[src/rtl/bus_txn_sequencer.sv]
// Upstream sequencer for the multiplexed 8-bit AD bus: accepts one request, opens a
// fixed-length enAD window (address phase then data phase), then returns a response pulse.
module bus_txn_sequencer #(
  parameter int TXN_CYCLES = 13,
  parameter int ADDR_LAST  = 3,
  parameter int RD_SAMPLE  = 9,
  parameter int GAP_CYCLES = 2
) (
  input  logic       clkAD,
  input  logic       resetAD,
  input  logic       req_valid,
  output logic       req_ready,
  input  logic       req_write,
  input  logic [7:0] req_addr,
  input  logic [7:0] req_wdata,
  output logic       enAD,
  output logic [7:0] bus_out,
  output logic       bus_oe,
  input  logic [7:0] bus_in,
  output logic       rsp_valid,
  output logic       rsp_write,
  output logic [7:0] rsp_rdata,
  output logic       busy
);

  // Handshake: a request transfers on a rising clkAD edge where req_valid and req_ready
  // are both high; req_* are sampled only on that edge. rsp_valid is a one-cycle pulse
  // with no backpressure.

  localparam logic [3:0] ADDR_LAST_C = 4'(ADDR_LAST);
  localparam logic [3:0] RD_SAMPLE_C = 4'(RD_SAMPLE);
  localparam logic [3:0] TXN_LAST_C  = 4'(TXN_CYCLES - 1);
  localparam logic [3:0] GAP_LAST_C  = 4'(GAP_CYCLES - 1);

  typedef enum logic [1:0] {
    IDLE = 2'd0,
    ADDR = 2'd1,
    DATA = 2'd2,
    GAP  = 2'd3
  } state_t;

  state_t     state;
  state_t     state_d;
  logic [3:0] cyc;
  logic [3:0] gap_cnt;
  logic       en_q;
  logic       wr_q;
  logic [7:0] addr_q;
  logic [7:0] wdata_q;
  logic [7:0] rdata_q;
  logic       accept;

  assign accept = req_valid & req_ready;

  // State register; enAD has its own flop so the window edge is glitch-free.
  always_ff @(posedge clkAD or posedge resetAD) begin
    if (resetAD) begin
      state   <= IDLE;
      en_q    <= 1'b0;
      cyc     <= 4'd0;
      gap_cnt <= 4'd0;
    end else begin
      state   <= state_d;
      en_q    <= (state_d == ADDR) || (state_d == DATA);
      if (state == IDLE) begin
        cyc <= 4'd0;
      end else if (en_q) begin
        cyc <= cyc + 4'd1;
      end
      if (state == GAP) begin
        gap_cnt <= gap_cnt + 4'd1;
      end else begin
        gap_cnt <= 4'd0;
      end
    end
  end

  // Request latch and read capture; writes never touch the read-data register.
  always_ff @(posedge clkAD or posedge resetAD) begin
    if (resetAD) begin
      wr_q    <= 1'b0;
      addr_q  <= 8'h00;
      wdata_q <= 8'h00;
      rdata_q <= 8'h00;
    end else begin
      if (accept) begin
        wr_q    <= req_write;
        addr_q  <= req_addr;
        wdata_q <= req_wdata;
      end
      if ((state == DATA) && !wr_q && (cyc == RD_SAMPLE_C)) begin
        rdata_q <= bus_in;
      end
    end
  end

  always_comb begin
    state_d = state;
    case (state)
      IDLE: if (accept)                 state_d = ADDR;
      ADDR: if (cyc == ADDR_LAST_C)     state_d = DATA;
      DATA: if (cyc == TXN_LAST_C)      state_d = GAP;
      GAP:  if (gap_cnt == GAP_LAST_C)  state_d = IDLE;
      default:                          state_d = IDLE;
    endcase
  end

  always_comb begin
    req_ready = 1'b0;
    busy      = 1'b0;
    bus_oe    = 1'b0;
    bus_out   = 8'h00;
    rsp_valid = 1'b0;
    rsp_write = 1'b0;
    case (state)
      IDLE: req_ready = ~resetAD;
      ADDR: begin
        busy    = 1'b1;
        bus_oe  = 1'b1;
        bus_out = addr_q;
      end
      DATA: begin
        busy = 1'b1;
        if (wr_q) begin
          bus_oe  = 1'b1;
          bus_out = wdata_q;
        end
      end
      GAP: begin
        busy      = 1'b1;
        rsp_valid = (gap_cnt == 4'd0);
        rsp_write = (gap_cnt == 4'd0) & wr_q;
      end
      default: ;
    endcase
  end

  assign enAD      = en_q;
  assign rsp_rdata = rdata_q;

endmodule

[config.mk]
export PLATFORM = sky130hd
export DESIGN_NAME = bus_txn_sequencer
export DESIGN_NICKNAME = d
export VERILOG_FILES = /design/src/rtl/bus_txn_sequencer.sv
export SDC_FILE = /design/constraint.sdc
export NUM_CORES = 1
export LEC_CHECK = 0
export ABC_AREA = 1
export CORE_MARGIN = 1.5
export CORE_UTILIZATION = 43
export CTS_CLUSTER_SIZE = 30
export DETAILED_ROUTE_END_ITERATION = 8
export PLACE_DENSITY = 0.86
export SLEW_MARGIN = 20
export SYNTH_ARGS = -nofsm -noshare
export SYNTH_HDL_FRONTEND = slang
export SYNTH_SLANG_ARGS = --single-unit
[constraint.sdc]
create_clock -name clkAD -period 1.6 [get_ports clkAD]
set_clock_uncertainty 0.15 [all_clocks]
set_input_delay 0.48 -clock clkAD [delete_from_list [all_inputs] [get_ports clkAD]]
set_output_delay 0.48 -clock clkAD [all_outputs]
set_load 0.005 [all_outputs]
==> run_results.csv <==
group,metric,value,unit
cts,htree_levels,2,
drt,remaining_drc_errors,0,
worst_setup_path,cp_cell_sequence,"buf_6 -> buf_6 -> ha_4 -> buf_6 -> a21oi_2 -> nor2_1 -> buf_2",
sta,fin_crit,2.13,ns
synth,yosys_warnings,0,
finish,final_cell_mix,"nand2_1 (60), dfrtp_1 (35), buf_4 (28), clkdlybuf4s50_1 (27), buf_6 (16)",
sta,rsz0062_at_grt,"yes",
global_route,grt_usage,23.4,%
drt,routed_wl,5280,um
pwr,p_clk_share,14.6,%
worst_setup_path,crit_buf_inv,4,
die,die_height,68.5,um
sta,setup_violations,24,
synth,ys_ff_latch,36,
worst_setup_path,crit_required,0.97,ns
die,placementRows,23,
die,start_util,45.4,%
finish,utilization,75.5,%
drt,dr.max_layer_used,"met4",
finish,fin_cells,353,
finish,final_nets,341,
pwr,p_int,2.81,mW
sta,max_clock_freq,470,MHz
finish,layout_commonest_cell,"nand2_1",
pwr,ir_worst_vdd,0.895,mV
synth,yosysUniqueCellTypes,24,
drt,wl_met1,2190,um
synth,syn_area_per_cell,8.95,sq um
worst_setup_path,crit_path_start,"state[0]$_DFF_PP0_",
worst_setup_path,startpoint_type,"flip-flop",
global_route,grt_pass1_wl,7870,um
global_route,grt_pass1_vias,1729,
worst_setup_path,crit_type,"flip-flop to output pin",
finish,n_fill_cell,258,
worst_setup_path,reg2reg_from,"state[0]$_DFF_PP0_",
drt,wl_met3,243,um
worst_setup_path,max_stage_delay,0.40,ns
placed_design,preCtsSetupSlack,-0.676,ns
placed_design,hpwl,3050,um
pwr,switchingPower,1.88,mW
cts,clk_pin_slew,0.07,ns
sta,hold-worst-slack,0.346,ns
placed_design,dpl-instance-area,0.00259,sq mm
sta,slew_violations,0,
cts,cts_hold_buf,0,
sta,worst_slack,-0.528,ns
pwr,powerDensity,1530,mW/mm^2
synth,syn_nets,245,
finish,final_cell_area,0.00306,sq mm
hold_path,hold_path_startpoint,"wdata_q[0]$_DFFE_PP0P_",
sta,timing.slew.headroom,83.2,%
synth,yosysSeqAreaShare,48.9,%
cts,cts_buffer_depth,2,
drt,wl_met2,2740,um
outcome,outcome,"finished, violations left",
synth,post_synth_instance_area,0.00184,sq mm
global_route,grt_max_degree,37,
drt,wl_per_cell,15.0,um
worst_setup_path,slowest_stage,"dfrtp_1",
die,pin_count,50,
worst_setup_path,path_common_cell,"buf_6",
worst_setup_path,end_kind,"output pin",
pwr,leakagePower,1.52,nW
drt,viasPerCell,5.01,
pwr,combPwrFrac,54.6,%
cts,cts_tree,"done",
cts,root_buffer,"clkbuf_8",
pwr,switching_share,40.0,%
flow_run,drv_cap,0,
finish,antenna-diode-count,0,
placed_design,io_buffers,49,
hold_path,hp-class,"flip-flop to flip-flop",
drt,vias,1768,
global_route,globalRouteOverflowTotal,0,
placed_design,dpl.cell_count,324,
drt,antenna_left,0,
sta,fin_setup_tns,-8.78,ns
outcome,failed_checks,"negative setup slack",
pwr,seqPwrFrac,30.8,%
placed_design,gp_routability_congestion,0.811,
drt,drtPass1Iterations,4,
sta,period_share,133,%
sta,hold_viol_final,0,
worst_setup_path,critPathTopFamily,"buffers and inverters",
cts,cts_buffers,5,
worst_setup_path,arrival,1.50,ns
cts,clock-sinks,36,
die,die_w,68.5,um
finish,area_growth,66.2,%
pwr,total_power,4.69,mW
die,core,0.00406,sq mm
global_route,antenna_found_initial,0,
drt,drt_iter0_drc,54,
synth,postSynthCellCount,206,
worst_setup_path,worstPathMaxFanout,5,
finish,drive_above_1_share,41.3,%
sta,tightest_slew,0.251,ns
die,die_area,0.00469,sq mm
cts,insertion_delay,0.30,ns
## layout make-up
class / count / area (sq um) / share of cell area [%]
clock inverter: 1 / 7.51 / 0.245
inverter: 20 / 108 / 3.51
tap: 50 / 62.6 / 2.04
timing repair buffer: 93 / 838 / 27.4
timing repair inverter: 1 / 8.76 / 0.286
sequential: 36 / 902 / 29.5
multi-input combinational: 145 / 1050 / 34.3
clock buffer: 7 / 86.3 / 2.82
## cells in the mapped netlist, drive strengths merged
library cell,count,area (sq um)
inv,19,76.3
nor3,1,5.00
xor2,1,8.76
xnor2,1,8.76
mux2,8,120
nand2,74,288
clkbuf,3,15.0
a21oi,12,60.1
buf,2,18.8
o21ai,5,25.0
clkinv,1,3.75
ha,11,138
nand3,20,113
dfrtp,36,901
nor4,1,6.26
nor2,11,56.3
## metal layers
layer,up-vias,GRT usage [%]
li1,845,-
met1,849,26.7
met2,63,39.7
met3,11,6.09
met4,0,13.0
met5,-,0
## power by group through the flow
stage	registers, mW	logic [mW]	clock network, mW
after floorplan	1.35	0.957	0
after global placement	1.37	1.67	0
after detailed placement	1.39	1.73	0
after CTS	1.41	2.25	0.703
after global routing	1.48	2.74	0.747
final	1.45	2.56	0.687
## sequential cells by signal (all words and copies together), names as in the netlist
register and flops:
enAD 1, cyc 4, state 2, addr_q 8
wdata_q 8, gap_cnt 4, rsp_rdata 8, wr_q 1
## kinds of logic (layout without fill, tap and decap cells)
group,Yosys count,in the layout,share of synthesized area [%]
compound gates,17,17,4.62
xor+xnor,2,2,0.951
fa+ha+maj,11,11,7.47
buf+inv,25,122,6.18
flops,36,36,48.9
mux,8,8,6.52
simple gates,107,107,25.4
## path summary, 6_finish.rpt
kind / end / slack [ns] / cells after the start
max: bus_oe / -0.53 / 7
min: wdata_q[0]$_DFFE_PP0P_ / 0.35 / 2
max reg2reg: enAD$_DFF_PP0_ / -0.32 / 12
min reg2reg: wdata_q[0]$_DFFE_PP0P_ / 0.35 / 2
max in group asynchronous: state[1]$_DFF_PP0_ / 0.62 / 3
min in group asynchronous: cyc[2]$_DFFE_PP0P_ / 0.47 / 3
## worst reg2reg max path: cells and delay by family, from the launching register on
family / cells / cell delay (ns)
adder cells (fa/ha/maj): 1 / 0.18
buffers and inverters: 5 / 0.53
AND/OR/NAND/NOR: 5 / 0.38
flip-flops: 1 / 0.40
AO/OA/AOI/OAI: 1 / 0.18
## what timing repair did
action                     CTS  global route
gates resized for setup    109            23
setup endpoints to repair   41            44
buffers inserted            17             3
cloned                       1             0
pin swaps                   21            13
No activity file was read; power rests on OpenSTA's default activity.
